File: config.mk
export PLATFORM = sky130hd
export DESIGN_NAME = contador_updown_param
export DESIGN_NICKNAME = d
export VERILOG_FILES = /design/src/rtl/contador_updown_param.sv
export SDC_FILE = /design/constraint.sdc
export NUM_CORES = 1
export LEC_CHECK = 0
export BUFFER_PORTS_ARGS = -buffer_cell sky130_fd_sc_hd__clkbuf_2
export CORE_AREA = 2 2 39 41
export CTS_BUF_LIST = sky130_fd_sc_hd__clkbuf_8 sky130_fd_sc_hd__clkbuf_16
export DETAILED_ROUTE_END_ITERATION = 6
export DIE_AREA = 0 0 41 43
export PLACE_DENSITY = 0.67
export SYNTH_ARGS = -nofsm -noshare
export SYNTH_HDL_FRONTEND = slang
export SYNTH_SLANG_ARGS = --single-unit
export TNS_END_PERCENT = 5
File: constraint.sdc
create_clock -name clk -period 1.9 [get_ports clk]
set_input_delay 0.285 -clock clk [delete_from_list [all_inputs] [get_ports clk]]
set_output_delay 0.285 -clock clk [all_outputs]
set_load 0.005 [all_outputs]
File: src/rtl/contador_updown_param.sv
`default_nettype none
// ============================================================================
//  Module      : contador_updown_param
//  Description : Parameterised up/down modulo counter with synchronous clear,
//                parallel load (clamped to the count range), a combinational
//                terminal-count flag and a registered boundary-event pulse.
//
//  Parameters
//      WIDTH    : counter width in bits (2..16)
//      MODULO   : count range is 0..MODULO-1 (2..2^WIDTH)
//      INIT_TOP : clear value select, 1 -> MODULO-1, 0 -> 0
//
//  Ports
//      clk   in   1      single clock, all state changes on the rising edge
//      clear in   1      synchronous active-high clear (highest priority)
//      en    in   1      count enable, one step per cycle
//      up    in   1      direction, 1 = increment, 0 = decrement
//      load  in   1      synchronous parallel load strobe (beats en)
//      din   in   WIDTH  load value, values above MODULO-1 clamp to MODULO-1
//      out   out  WIDTH  registered count value
//      tc    out  1      en high and out at the bound for the direction
//      evt   out  1      registered pulse, the cycle after a boundary step
//
//  Build option
//      CONTADOR_SAT_EN : when defined the counter saturates at the bounds
//                        instead of wrapping; a blocked step still pulses evt.
//                        The port list is the same in both builds.
//
//  Revision    : 1.0  initial release
// ============================================================================
module contador_updown_param #(
    parameter int WIDTH    = 5,
    parameter int MODULO   = 32,
    parameter int INIT_TOP = 1
) (
    input  logic             clk,
    input  logic             clear,
    input  logic             en,
    input  logic             up,
    input  logic             load,
    input  logic [WIDTH-1:0] din,
    output logic [WIDTH-1:0] out,
    output logic             tc,
    output logic             evt
);

    // MODULO may equal 2^WIDTH, so the top value is formed in integer
    // arithmetic first and only then narrowed to the counter width.
    localparam int             c_top_int = MODULO - 1;
    localparam logic [WIDTH-1:0] c_max   = c_top_int[WIDTH-1:0];
    localparam logic [WIDTH-1:0] c_init  = (INIT_TOP != 0) ? c_max : '0;

    logic [WIDTH-1:0] r_out;
    logic             r_evt;

    logic             w_at_top;
    logic             w_at_bot;
    logic             w_at_bound;
    logic [WIDTH-1:0] w_inc;
    logic [WIDTH-1:0] w_dec;
    logic [WIDTH-1:0] w_bound_next;
    logic [WIDTH-1:0] w_load_val;
    logic [WIDTH-1:0] w_next;
    logic             w_evt_next;

    assign w_at_top   = (r_out == c_max);
    assign w_at_bot   = (r_out == '0);
    assign w_at_bound = up ? w_at_top : w_at_bot;

    // Plain +/-1; the bound cases are replaced below so the result never
    // leaves 0..MODULO-1 even when MODULO is not a power of two.
    assign w_inc = r_out + 1'b1;
    assign w_dec = r_out - 1'b1;

    // Value taken when a step is attempted at the bound.
`ifdef CONTADOR_SAT_EN
    assign w_bound_next = r_out;
`else
    assign w_bound_next = up ? '0 : c_max;
`endif

    assign w_load_val = (din > c_max) ? c_max : din;

    always_comb begin
        w_next     = r_out;
        w_evt_next = 1'b0;
        if (clear) begin
            w_next     = c_init;
            w_evt_next = 1'b0;
        end else if (load) begin
            w_next     = w_load_val;
        end else if (en) begin
            if (w_at_bound) begin
                w_next     = w_bound_next;
                w_evt_next = 1'b1;
            end else begin
                w_next     = up ? w_inc : w_dec;
            end
        end
    end

    always_ff @(posedge clk) begin
        r_out <= w_next;
        r_evt <= w_evt_next;
    end

    // tc depends only on the current count, en and up; load and clear do not
    // mask it.
    assign tc  = en & w_at_bound;
    assign out = r_out;
    assign evt = r_evt;

endmodule
`default_nettype wire

==> flow_summary.json <==
{
  "syn_nets": 66,
  "gr-total-overflow": 0,
  "slew_violations": 0,
  "via_per_inst": 5.24,
  "synthesis.area_sq_um": 469,
  "num_rows": 14,
  "fill_cells": 152,
  "start_util_pct": 33.9,
  "pwr-share-seq_pct": 32.0,
  "floorplan.io_pins": 17,
  "worstSkewPairLatency_ns": 0.22,
  "vias": 451,
  "crit_path_end_kind": "flop",
  "final_common_cell": "clkbuf_2",
  "dp_slack_ns": 0.261,
  "holdWs_ns": 0.277,
  "hp-start": "clear",
  "diodes": 0,
  "fin_nets": 86,
  "utilization_pct": 43.6,
  "p_switching_uw": 137,
  "dieArea_sq_um": 1760,
  "synth_compound_area_share_pct": 23.7,
  "place_congestion": 0.878,
  "cts_sinks": 6,
  "htree_levels": 1,
  "layout_setup_ws_ns": 0.277,
  "ff2ff_setup_slack_ns": 0.28,
  "worst-path-buf-inv": 1,
  "synthMuxAreaShare_pct": 2.13,
  "drive_gt1_share_pct": 31.4,
  "cts_hold_repair.buffers": 0,
  "layout_min_cycle_time_ns": 1.62,
  "cts_tree": "yes",
  "crit_chain": "inv_1 > fa_1 > nand2b_1 > a21oi_1 > xnor2_1 > o211ai_1",
  "gr-max-usage-layer": "met2",
  "die_w_um": 41,
  "ys_seq_area_share_pct": 25.6,
  "ctsRootBufferMaster": "clkbuf_8",
  "synthXorXnorAreaFrac_pct": 9.33,
  "synthCells": 52,
  "comb_power_share_pct": 27.4,
  "antenna_found_initial": 0,
  "synth-simple-area-share_pct": 22.9,
  "synth_top_family_by_area": "compound AO/OA/AOI/OAI gates",
  "finalSetupViolCount": 0,
  "hold_path_class": "primary input to flop",
  "whs_endpoint": "evt",
  "finalWirelength_um": 1110,
  "peakVddDrop_v": 0.000263,
  "status": "finished, final reports clean",
  "grt_pass1_vias": 451,
  "wire_per_inst_um": 12.9,
  "post-route-drc-count": 0,
  "synth-seq-cells": 6,
  "synthAdderAreaFrac_pct": 12.3,
  "power.density_nw_per_um2": 785,
  "fin_crit_sh_pct": 85.4,
  "rsz0062_at_grt": "false",
  "place_hpwl_um": 894,
  "grtUsageTotal_pct": 15.7,
  "max_freq_mhz": 616,
  "r2r_cells": 6,
  "clock_skew_ns": 0.00206,
  "first_pass_iters": 4,
  "slowest_delay_ns": 0.43,
  "use_met2_pct": 24.4,
  "met1_usage_pct": 17.6,
  "cts_resized": 0,
  "hold_viol_final": 0,
  "internal_power_uw": 336,
  "ys_warn_count": 0,
  "yosysUniqueCellTypes": 23,
  "holdPathStages": 2,
  "ant_nets": 0,
  "core-area_sq_um": 1380,
  "cts_buffers": 3,
  "grt_first_pass_wirelength_um": 1810,
  "rr_startpoint": "out[0]",
  "fin_tns_setup_ns": 0,
  "clkTransAtPathRegs_ns": 0.04,
  "grt_max_degree": 11,
  "syn_avg_cell_area_sq_um": 9.02,
  "cp.arrival_ns": 1.70,
  "final_cell_mix": "clkbuf_2, a21oi_1, dfxtp_1, nor2_1, o211ai_1",
  "reg2reg_to": "out[4]",
  "swShare_pct": 29.0,
  "drv_cap": 0,
  "leakage_nw": 0.279,
  "p_clk_share_pct": 40.7,
  "area_growth_pct": 28.5,
  "use_met3_pct": 3.14,
  "crit_family": "adder cells",
  "critical_path_class": "flop to flop",
  "cp.required_ns": 1.97,
  "start_kind": "flop",
  "critPathMaxFanout": 6,
  "tightest_slew_ns": 0.468,
  "io_buffer_count": 16,
  "post-cts-setup-buffers": 0,
  "slowest_stage": "fa_1",
  "clock_tree.buffer_depth": 2,
  "die_h_um": 43,
  "relSlewSlack_pct": 68.4,
  "first_iter_violations": 3
}
## synth_stat cells, drive strengths merged
library cell / instances / area (sq um)
nand2: 3 / 11.3
fa: 1 / 20.0
nor3: 1 / 5.00
nand2b: 2 / 12.5
dfxtp: 6 / 120
mux2i: 1 / 10.0
o211ai: 4 / 30.0
inv: 3 / 11.3
nor3b: 4 / 35.0
o311ai: 1 / 26.3
xnor2: 2 / 17.5
a21oi: 6 / 30.0
buf: 1 / 7.51
a21o: 1 / 7.51
o31a: 1 / 8.76
xor2: 3 / 26.3
nor2b: 2 / 20.0
nand3: 1 / 5.00
ha: 3 / 37.5
a41oi: 1 / 8.76
nor2: 5 / 18.8
## final cells by class
type                       instances  area, sq um  share of cell area, %
clock buffer                       3         41.3                   6.85
inverter                           3         11.3                   1.87
multi-input combinational         42          330                   54.8
sequential                         6          120                   19.9
tap                               16         20.0                   3.32
timing repair buffer              16         80.1                   13.3
## power by group through the flow
stage,clock network [mW],registers [mW],logic [mW]
after detailed placement,0,0.154,0.130
final,0.193,0.151,0.130
after floorplan,0,0.152,0.0901
after CTS,0.196,0.152,0.131
after global routing,0.202,0.154,0.146
after global placement,0,0.154,0.127
## worst max-delay path by stage
stage / start / end / cells after the start / slack, ns
after floorplan: out[0] / out[4] / 6 / 0.38
after global placement: out[0] / out[4] / 6 / 0.26
after detailed placement: out[0] / out[4] / 6 / 0.26
after CTS: out[0] / out[4] / 6 / 0.25
after global routing: out[4] / tc / 4 / 0.18
final: out[0] / out[4] / 6 / 0.28
## kinds of logic (layout without fill, tap and decap cells)
logic type,after synthesis,after routing
simple gates,18,18
compound gates,14,14
flops,6,6
xor+xnor,5,5
fa+ha+maj,4,4
buf+inv,4,22
mux,1,1
## worst reg2reg max path: stages (launching register included)
cell	delay, ns
dfxtp_1	0.41
inv_1	0.09
fa_1	0.43
nand2b_1	0.16
a21oi_1	0.15
xnor2_1	0.14
o211ai_1	0.09
## per-layer routing
layer	routed length, um	vias up
li1	-	224
met3	72	4
met5	0	-
met4	27	0
met1	480	208
met2	529	15
## per-stage QoR
step	instance area, sq um	power, mW	std cells
floorplan	469	0.242	52
detailed placement	562	0.284	83
CTS	603	0.478	86
global placement	562	0.281	83
finish	603	0.474	86
global route	603	0.503	86
## registers in the layout, indices dropped and copies added, names as in the netlist
name	flops
evt	1
out	5
(Power assumes the default switching activity.)
